$ cat src/rtl/muldiv_unit_if.sv
// Operand/result bundle between the CPU datapath (master) and the multiply/divide unit (slave).
// Carries the start/op request, MTHI/MTLO writes, the busy stall and the HI/LO results.
interface muldiv_unit_if #(
  parameter int WIDTH = 32
);
  logic             start;
  logic [1:0]       op;
  logic [WIDTH-1:0] a;
  logic [WIDTH-1:0] b;
  logic             hi_we;
  logic             lo_we;
  logic [WIDTH-1:0] wdata;
  logic             busy;
  logic             done;
  logic [WIDTH-1:0] hi;
  logic [WIDTH-1:0] lo;

  modport master (
    output start, op, a, b, hi_we, lo_we, wdata,
    input  busy, done, hi, lo
  );

  modport slave (
    input  start, op, a, b, hi_we, lo_we, wdata,
    output busy, done, hi, lo
  );
endinterface

$ cat src/rtl/muldiv_unit.sv
// Iterative MULT/MULTU/DIV/DIVU with HI/LO; WIDTH+1 cycles from accepted start to result.
// No queueing: start is honoured only in IDLE, busy stalls the CPU for the whole operation.
module muldiv_unit #(
  parameter int WIDTH = 32
) (
  input  logic          clk_in,
  input  logic          reset,
  muldiv_unit_if.slave  bus
);
  localparam int CW = (WIDTH > 2) ? $clog2(WIDTH) : 1;

  typedef enum logic [1:0] {IDLE, CALC, FIN} state_t;

  state_t             state, state_nxt;
  logic [CW-1:0]      cnt;
  logic               is_div, neg_res, neg_rem, div_zero;
  logic [2*WIDTH-1:0] acc;
  logic [WIDTH-1:0]   rem;
  logic [WIDTH-1:0]   divisor;
  logic [WIDTH-1:0]   a_raw;
  logic               done_q;
  logic [WIDTH-1:0]   hi_q, lo_q;

  logic               sgn, sa, sb, last_iter;
  logic [WIDTH-1:0]   mag_a, mag_b;
  logic [WIDTH:0]     mul_sum, rem_sh, rem_diff;
  logic [2*WIDTH-1:0] prod;
  logic [WIDTH-1:0]   quo, rmd;

  assign sgn       = ~bus.op[0];
  assign sa        = sgn & bus.a[WIDTH-1];
  assign sb        = sgn & bus.b[WIDTH-1];
  assign mag_a     = sa ? -bus.a : bus.a;
  assign mag_b     = sb ? -bus.b : bus.b;
  assign last_iter = (cnt == CW'(WIDTH - 1));

  // Multiply: acc low half starts as the multiplier and is shifted out LSB-first.
  assign mul_sum  = {1'b0, acc[2*WIDTH-1:WIDTH]} + (acc[0] ? {1'b0, divisor} : {(WIDTH+1){1'b0}});
  // Divide: acc low half holds the dividend, quotient bits shift in from the right.
  assign rem_sh   = {rem, acc[WIDTH-1]};
  assign rem_diff = rem_sh - {1'b0, divisor};

  // Most-negative / -1 needs no special case: magnitude 2^(W-1) negates back onto itself.
  assign prod = neg_res ? -acc : acc;
  assign quo  = neg_res ? -acc[WIDTH-1:0] : acc[WIDTH-1:0];
  assign rmd  = neg_rem ? -rem : rem;

  always_ff @(posedge clk_in or posedge reset) begin
    if (reset) state <= IDLE;
    else       state <= state_nxt;
  end

  always_comb begin
    state_nxt = state;
    case (state)
      IDLE:    if (bus.start) state_nxt = CALC;
      CALC:    if (last_iter) state_nxt = FIN;
      FIN:     state_nxt = IDLE;
      default: state_nxt = IDLE;
    endcase
  end

  always_ff @(posedge clk_in or posedge reset) begin
    if (reset) begin
      cnt      <= '0;
      is_div   <= 1'b0;
      neg_res  <= 1'b0;
      neg_rem  <= 1'b0;
      div_zero <= 1'b0;
      acc      <= '0;
      rem      <= '0;
      divisor  <= '0;
      a_raw    <= '0;
      done_q   <= 1'b0;
      hi_q     <= '0;
      lo_q     <= '0;
    end else begin
      done_q <= 1'b0;
      case (state)
        IDLE: begin
          if (bus.start) begin
            is_div   <= bus.op[1];
            neg_res  <= sa ^ sb;
            neg_rem  <= sa;
            div_zero <= bus.op[1] && (bus.b == '0);
            a_raw    <= bus.a;
            divisor  <= mag_b;
            acc      <= {{WIDTH{1'b0}}, mag_a};
            rem      <= '0;
            cnt      <= '0;
          end else begin
            if (bus.hi_we) hi_q <= bus.wdata;
            if (bus.lo_we) lo_q <= bus.wdata;
          end
        end
        CALC: begin
          cnt <= cnt + 1'b1;
          if (is_div) begin
            if (!rem_diff[WIDTH]) begin
              rem            <= rem_diff[WIDTH-1:0];
              acc[WIDTH-1:0] <= {acc[WIDTH-2:0], 1'b1};
            end else begin
              rem            <= rem_sh[WIDTH-1:0];
              acc[WIDTH-1:0] <= {acc[WIDTH-2:0], 1'b0};
            end
          end else begin
            acc <= {mul_sum, acc[WIDTH-1:1]};
          end
        end
        FIN: begin
          done_q <= 1'b1;
          if (!is_div) begin
            hi_q <= prod[2*WIDTH-1:WIDTH];
            lo_q <= prod[WIDTH-1:0];
          end else if (div_zero) begin
            hi_q <= a_raw;
            lo_q <= '1;
          end else begin
            hi_q <= rmd;
            lo_q <= quo;
          end
        end
        default: ;
      endcase
    end
  end

  assign bus.busy = (state != IDLE);
  assign bus.done = done_q;
  assign bus.hi   = hi_q;
  assign bus.lo   = lo_q;
endmodule

$ cat src/flat_wrapper.sv
// flat-port wrapper written by rule: the top's interface ports become plain ports
module muldiv_unit_flat 
#(
  parameter int WIDTH = 32
)
  (clk_in, reset, bus_start, bus_op, bus_a, bus_b, bus_hi_we, bus_lo_we, bus_wdata, bus_busy, bus_done, bus_hi, bus_lo);
  muldiv_unit_if #(.WIDTH(WIDTH)) bus_i ();
  input  logic clk_in;
  input  logic reset;
  input wire logic [$bits(bus_i.start)-1:0] bus_start;
  input wire logic [$bits(bus_i.op)-1:0] bus_op;
  input wire logic [$bits(bus_i.a)-1:0] bus_a;
  input wire logic [$bits(bus_i.b)-1:0] bus_b;
  input wire logic [$bits(bus_i.hi_we)-1:0] bus_hi_we;
  input wire logic [$bits(bus_i.lo_we)-1:0] bus_lo_we;
  input wire logic [$bits(bus_i.wdata)-1:0] bus_wdata;
  output wire logic [$bits(bus_i.busy)-1:0] bus_busy;
  output wire logic [$bits(bus_i.done)-1:0] bus_done;
  output wire logic [$bits(bus_i.hi)-1:0] bus_hi;
  output wire logic [$bits(bus_i.lo)-1:0] bus_lo;
  assign bus_i.start = bus_start;
  assign bus_i.op = bus_op;
  assign bus_i.a = bus_a;
  assign bus_i.b = bus_b;
  assign bus_i.hi_we = bus_hi_we;
  assign bus_i.lo_we = bus_lo_we;
  assign bus_i.wdata = bus_wdata;
  assign bus_busy = bus_i.busy;
  assign bus_done = bus_i.done;
  assign bus_hi = bus_i.hi;
  assign bus_lo = bus_i.lo;
  muldiv_unit #(.WIDTH(WIDTH)) u_core (.clk_in(clk_in), .reset(reset), .bus(bus_i));
endmodule
$ cat config.mk
export PLATFORM = sky130hd
export DESIGN_NAME = muldiv_unit_flat
export DESIGN_NICKNAME = d
export VERILOG_FILES = /design/src/rtl/muldiv_unit_if.sv /design/src/rtl/muldiv_unit.sv /design/src/flat_wrapper.sv
export SDC_FILE = /design/constraint.sdc
export NUM_CORES = 1
export LEC_CHECK = 0
export ABC_CLOCK_PERIOD_IN_PS = 27100
export CORE_MARGIN = 5
export CORE_UTILIZATION = 25
export CTS_CLUSTER_SIZE = 30
export DETAILED_ROUTE_END_ITERATION = 10
export GPL_ROUTABILITY_DRIVEN = 1
export PLACE_DENSITY_LB_ADDON = 0.05
export SLEW_MARGIN = 20
export SYNTH_ARGS = -nofsm -noshare
export SYNTH_HDL_FRONTEND = slang
export SYNTH_SLANG_ARGS = --single-unit
$ cat constraint.sdc
create_clock -name clk_in -period 27.1 [get_ports clk_in]
set_input_delay 6.775 -clock clk_in [delete_from_list [all_inputs] [get_ports clk_in]]
set_output_delay 6.775 -clock clk_in [all_outputs]
set_load 0.05 [all_outputs]
==> results of run 1 <==
-- tightest hold or removal path: cells and delay by family, from the launching register on --
family,cells,cell delay (ns)
compound gates,1,0.06
simple gates,1,0.05
flops,1,0.34
-- cell usage after synthesis (14+ instances only) --
| library cell | count | share of area |
|---|---|---|
| o31ai_1 | 46 | 0.020 |
| nor2b_1 | 20 | 0.0073 |
| nor4_1 | 19 | 0.0069 |
| ha_1 | 70 | 0.051 |
| xor2_1 | 90 | 0.046 |
| a21o_1 | 29 | 0.013 |
| nand2_1 | 371 | 0.081 |
| o21ai_0 | 260 | 0.076 |
| clkbuf_1 | 98 | 0.021 |
| nand2b_1 | 23 | 0.0084 |
| or3_1 | 19 | 0.0069 |
| nand4_1 | 18 | 0.0066 |
| o221ai_1 | 14 | 0.0071 |
| nand3_1 | 24 | 0.0070 |
| o22ai_1 | 28 | 0.010 |
| xnor2_1 | 111 | 0.057 |
| and3_1 | 18 | 0.0066 |
| nor2_1 | 130 | 0.028 |
| dfrtp_1 | 236 | 0.34 |
| or4_1 | 18 | 0.0079 |
| buf_1 | 14 | 0.0031 |
| a21oi_1 | 128 | 0.037 |
| nor3_1 | 29 | 0.0085 |
| o211ai_1 | 15 | 0.0066 |
| mux2i_1 | 69 | 0.040 |
| inv_1 | 63 | 0.014 |
| o41ai_1 | 20 | 0.010 |
-- logic make-up after synthesis --
family,synth area share
DFF,0.344
and+or+nand+nor,0.192
AOI/OAI and AO/OA,0.224
buffers and inverters,0.0408
xor gates and xnor gates,0.104
adders and majority gates,0.0534
muxes,0.0416
-- worst min path at each step --
stage | start | to | slack, ns | cells past startpoint
2_1_floorplan | u_core.a_raw[10] | u_core.a_raw[10] | 0.44 | 2
3_3_place_gp | u_core.a_raw[31] | u_core.a_raw[31] | 0.46 | 2
3_5_place_dp | u_core.a_raw[31] | u_core.a_raw[31] | 0.47 | 2
4_1_cts | u_core.a_raw[19] | u_core.a_raw[19] | 0.48 | 2
5_1_grt | u_core.a_raw[13] | u_core.a_raw[13] | 0.49 | 2
6_report | u_core.divisor[12] | u_core.divisor[12] | 0.48 | 2
-- metal layers --
layer / track usage / vias to the layer above
li1: - / 7761
met1: 0.260 / 7699
met2: 0.326 / 351
met3: 0.0277 / 82
met4: 0.0565 / 0
met5: 0 / -
-- area by class of cell --
| class | count | area share |
|---|---|---|
| inverters | 65 | 0.0120 |
| repair buffers | 194 | 0.0898 |
| multi-input cells | 1701 | 0.507 |
| clock inverters | 9 | 0.00491 |
| flip-flops and latches | 236 | 0.283 |
| well taps | 882 | 0.0528 |
| clock buffers | 50 | 0.0505 |
-- registers in the layout, indices dropped and copies added (netlist names) --
signal	count
u_core.bus.hi	32
u_core.neg_res	1
u_core.div_zero	1
u_core.a_raw	32
u_core.bus.done	1
u_core.acc	64
u_core.state	2
u_core.cnt	5
u_core.is_div	1
u_core.bus.lo	32
u_core.divisor	32
u_core.rem	32
u_core.neg_rem	1
-- power by group through the flow --
stage	sequential [mW]	clock, mW	combinational (mW)
final	0.785	0.471	1.84
after global routing	0.807	0.500	2.03
after CTS	0.786	0.486	1.87
after detailed placement	0.791	0	1.86
after global placement	0.788	0	1.85
after floorplan	0.821	0	1.17
==> results by group, run 1 <==
Yosys
  – Post-synth EDFFs: 0
  – Post-synth top flop: dfrtp_1
  – Synth Register Bits: 236
  – Mapped Nets: 2295
  – Warnings, synthesis: 0
  – Sequential-to-total area share from yosys stat: 0.344
  – Gate Count Post-Synth: around 2100
  – Asr flop ratio synth: 1.00
  – Mapped Area: ~17000 µm²
  – Syn avg cell area: 8.09 µm²
  – Yosys cell types: 75

Outcome
  – Outcome: finished clean

Power
  – Overall power: 3.10 mW
  – Switching power: 1.58 mW
  – Comb power frac: 0.595
  – Sequential share of power: 0.253
  – Clock share of power: 0.152
  – Lkg Pwr: 8.70 nW
  – P_int: approximately 1.5 mW
  – Worst IR drop on VDD: 67.5 µV
  – Sw frac: 0.509
  – P per Cell Area: 148 nW/µm²

STA
  – Final period utilization: 0.346
  – Layout Skew: 0.0166 ns
  – Fmax: 0.107 GHz
  – Worst-Margin Slew: 1.05 ns
  – # setup viols final: 0
  – Max-slew headroom: 0.299
  – RSZ-0062 raised after global routing: no
  – Slew Viols, Final: 0
  – Total negative slack: 0 ns
  – Minimum clock period: 9.37 ns
  – Fin. Hold Viols: 0
  – Hold slack: 0.476 ns
  – Post-route setup slack: 17.73 ns

Layout
  – Fin nets: 2408
  – Final core utilization: 0.306
  – P&R area growth vs syn: 21.8%
  – Most frequent cells in the layout: nand2_1 (371), o21ai_0 (260), dfrtp_1 (233), clkdlybuf4s50_1 (168), nor2_1 (129)
  – Reg area: 5910 µm²
  – Multi-input gate area: between 10000 and 15000 µm²
  – Inserted Diodes: 0
  – Post-Layout Cell Count: between 3000 and 4000
  – Fill count: 7273
  – Share of layout cells above drive strength 1: 0.0497
  – Fin area: 20900 µm²
  – Most common cell after layout, fill and taps aside: nand2_1

Setup path
  – R2R Setup Slk: between 20 and 25 ns
  – Crit path depth: 10
  – Critical Path RT: 27.54 ns
  – Critical path peak fanout: 5
  – Crit path launch: bus_a[5]
  – Worst r2r path cells: 14
  – Crit end category: flip-flop
  – Arr. time, crit path: 9.81 ns
  – Setup crit end: u_core.acc[26]
  – CP top delay family: simple AND/OR/NAND/NOR gates
  – Origin of the critical flop-to-flop path: u_core.acc[31]
  – CP bufs+invs: 1
  – R2r endpoint: u_core.rem[10]
  – CP max-delay cell: nor4b_1
  – Largest stage delay, worst path: 0.63 ns
  – Most used cell, CP: nand2_1
  – Worst-path cell chain: clkdlybuf4s50_1, or4_1, nor4b_1, nand2_1, nor2_1, and2_1, a31oi_1, xor2_1, o21ai_0, nand2_1
  – Critical setup path kind: input pin to flip-flop
  – Setup crit start kind: input pin

Clock network
  – Clock root buffer: clkbuf_16
  – H-tree depth: 2
  – Post-cts hold buffer count: 0
  – CTS tree: done
  – Cts repair resizes: 0
  – Clock-pin slew on the worst setup and hold paths: 0.06 ns
  – Clock Path Buffers: 3
  – Later-pin clock latency in the skew report: 0.55 ns
  – Post-CTS setup repair buffer count: 0
  – Clock Sinks: 236
  – Cts bufs inserted: 35

Global routing
  – First-pass GRT wire length: 109000 µm
  – Vias in the first global route: 15700
  – Initial antenna violation count: 0
  – GRT overflow: 0
  – Largest net degree at the start of global routing: 78
  – All-layer global routing usage: 0.194

Placed design
  – PortBufs: 168
  – DP Wirelength: 57000 µm
  – Placed Instances: 3078
  – Worst Setup Slack post-DPL: 17.18 ns
  – Placed cell areas: 19700 µm²
  – Routability cong.: ~0.85

Drt
  – Initial DRC count: 1227
  – Uppermost layer routed: met4
  – Metal-1 WL: about 34000 µm
  – DRT antenna net count: 0
  – Met3 routed WL: 3060 µm
  – Drt via density: around 5.1
  – DR WL/cell: 23.7 µm
  – Via count: 15900
  – Drt total wl: 74200 µm
  – DR DRC count: 0
  – Met2 routed WL: 35200 µm
  – DR pass1 iterations: 7

Floorplan
  – Core Box Area: 68300 µm²
  – Die ar.: 74000 µm²
  – Row count: 96
  – Die Y: 272 µm
  – DIE WIDTH: 272 µm
  – Ports: 169
  – Initial Util: 0.251

Worst hold path
  – Worst Hold Class: flip-flop to flip-flop

Run
  – MaxCap Viol Count: 0
Power figures use the tool's default switching activity.
==> run 2: changes to the inputs <==
ABC_CLOCK_PERIOD_IN_PS = 9100   (was 27100)
clock period = 9.1 ns   (was 27.1 ns; I/O delays follow)
==> results by group, run 2 (synthesis results as in run 1) <==
Floorplan
  – Ports: 169 (unchanged)
  – DIE WIDTH: 272 µm (unchanged)
  – Die ar.: 74000 µm² (unchanged)
  – Die Y: 272 µm (unchanged)
  – Core Box Area: 68300 µm² (unchanged)
  – Row count: 96 (unchanged)
  – Initial Util: 0.251 (unchanged)

Global routing
  – Vias in the first global route: 15800 (was 15700)
  – Largest net degree at the start of global routing: 105 (was 78)
  – GRT overflow: 0 (unchanged)
  – First-pass GRT wire length: 109000 µm (about the same)
  – Initial antenna violation count: 1 (was 0)
  – All-layer global routing usage: 0.195 (was 0.194)

Clock network
  – Clock-pin slew on the worst setup and hold paths: 0.06 ns (about the same)
  – Cts bufs inserted: 36 (was 35)
  – Clock root buffer: clkbuf_16 (unchanged)
  – Post-cts hold buffer count: 0 (unchanged)
  – Clock Sinks: 236 (unchanged)
  – CTS tree: done (unchanged)
  – Clock Path Buffers: 3 (unchanged)
  – Later-pin clock latency in the skew report: 0.56 ns (was 0.55 ns)
  – Cts repair resizes: 0 (unchanged)
  – H-tree depth: 2 (unchanged)
  – Post-CTS setup repair buffer count: 0 (unchanged)

Placed design
  – Routability cong.: 0.850 (was 0.847)
  – DP Wirelength: 56600 µm (was 57000 µm)
  – PortBufs: 168 (unchanged)

Drt
  – Drt via density: 5.05 (was 5.07)
  – DR WL/cell: 23.5 µm (was 23.7 µm)
  – Via count: 15900 (about the same)
  – DRT antenna net count: 0 (unchanged)
  – Drt total wl: 73800 µm (was 74200 µm)
  – DR pass1 iterations: 5 (was 7)
  – DR DRC count: 0 (unchanged)
  – Initial DRC count: 1078 (was 1227)

Layout
  – Max reg flops: 64 (unchanged)
  – Fill count: 7248 (was 7273)
  – Most frequent cells in the layout: nand2_1 (371), o21ai_0 (260), dfrtp_1 (233), clkdlybuf4s50_1 (168), nor2_1 (129) (unchanged)
  – Fin nets: 2408 (unchanged)
  – Top reg by flops: u_core.acc (unchanged)
  – Share of layout cells above drive strength 1: 0.0496 (was 0.0497)
  – P&R area growth vs syn: 22.0% (was 21.8%)
  – Inserted Diodes: 0 (unchanged)
  – Most common cell after layout, fill and taps aside: nand2_1 (unchanged)

Setup path
  – Largest stage delay, worst path: 0.66 ns (was 0.63 ns)
  – Critical setup path kind: input pin to flip-flop (unchanged)
  – Most used cell, CP: nand2_1 (unchanged)
  – Critical path peak fanout: 5 (unchanged)
  – Setup crit start kind: input pin (unchanged)
  – Critical Path RT: 9.54 ns (was 27.54 ns)
  – Arr. time, crit path: 5.32 ns (was 9.81 ns)
  – CP max-delay cell: nor4b_1 (unchanged)
  – Crit end category: flip-flop (unchanged)
  – Worst-path cell chain: clkdlybuf4s50_1, or4_1, nor4b_1, nand2_1, nor2_1, and2_1, a31oi_1, xor2_1, o21ai_0, nand2_1 (unchanged)

Power
  – Sw frac: 0.509 (about the same)
  – Clock share of power: 0.154 (was 0.152)
  – P per Cell Area: 441 nW/µm² (was 148 nW/µm²)
  – Overall power: 9.23 mW (was 3.10 mW)
  – Worst IR drop on VDD: 163 µV (was 67.5 µV)
  – Lkg Pwr: 8.70 nW (about the same)
  – Comb power frac: 0.595 (about the same)
  – P_int: 4.54 mW (was 1.52 mW)
  – Sequential share of power: 0.251 (was 0.253)
  – Switching power: 4.69 mW (was 1.58 mW)

STA
  – Layout Skew: 0.0196 ns (was 0.0166 ns)
  – Worst-Margin Slew: 1.12 ns (was 1.05 ns)
  – Slew Viols, Final: 0 (unchanged)
  – Final period utilization: 0.537
  – Max-slew headroom: 0.256 (was 0.299)
  – # setup viols final: 0 (unchanged)
  – Total negative slack: 0 ns (unchanged)
  – Fin. Hold Viols: 0 (unchanged)
  – RSZ-0062 raised after global routing: no (unchanged)
  – Fmax: 0.205 GHz
  – Minimum clock period: around 4.9 ns

Run
  – MaxCap Viol Count: 0 (unchanged)

Worst hold path
  – Worst Hold Class: flip-flop to flip-flop (unchanged)

Outcome
  – Outcome: finished clean (unchanged)
## run 2: cell type report
type                    count  area (µm²)  area share
clock inverters            11         121     0.00580
clock buffers              53        1060      0.0505
multi-input cells        1701       10600       0.507
repair buffers            193        1880      0.0899
well taps                 882        1100      0.0527
flip-flops and latches    236        5910       0.282
inverters                  65         251      0.0120
## run 2: power groups by stage
stage / Sequential (mW) / Combinational [mW] / Clock [mW]
after floorplan: 2.44 / 3.48 / 0
after global placement: 2.33 / 5.53 / 0
after detailed placement: 2.34 / 5.54 / 0
after CTS: 2.32 / 5.56 / 1.47
after global routing: 2.40 / 6.05 / 1.51
final: 2.32 / 5.49 / 1.42
## run 2: final timing paths
path                               startpoint                  to  slack, ns  cells past startpoint
min                        u_core.divisor[11]  u_core.divisor[11]       0.48                      2
min in group asynchronous               reset    u_core.bus.lo[1]       2.27                      2
max                                  bus_a[5]      u_core.acc[30]       4.21                     10
min reg2reg                u_core.divisor[11]  u_core.divisor[11]       0.48                      2
max in group asynchronous               reset     u_core.div_zero       5.58                      3
max reg2reg                    u_core.acc[31]       u_core.acc[0]       4.40                     14
## run 2: stage by stage
step / hold WS, ns / instances / worst slack (ns) / area [µm²] / util
2_1_floorplan: 0.437 / 2120 / 0.350 / 17200 / -
4_1_cts: 0.484 / 3141 / 4.20 / 20900 / 0.306
5_1_grt: 0.492 / 3141 / 3.94 / 20900 / 0.306
3_3_place_gp: 0.462 / 3077 / 3.68 / 19800 / 0.289
6_report: 0.476 / 3141 / 4.21 / 20900 / 0.306
3_5_place_dp: 0.464 / 3077 / 3.63 / 19800 / 0.289
## run 2: layer usage
layer / routed length (µm) / track usage / up-vias / part of all wire
met2: 34500 / 0.324 / 321 / 0.47
met3: 2820 / 0.0298 / 89 / 0.038
met4: 2840 / 0.0691 / 0 / 0.039
met5: 0 / 0 / - / 0
met1: 33700 / 0.259 / 7664 / 0.46
li1: - / - / 7784 / -
## run 2: critical path, delay by kind of cell
kind | cells | cell delay (ns)
compound gates | 2 | 0.31
buf+inv | 1 | 0.51
xor+xnor | 1 | 0.20
simple gates | 6 | 2.05
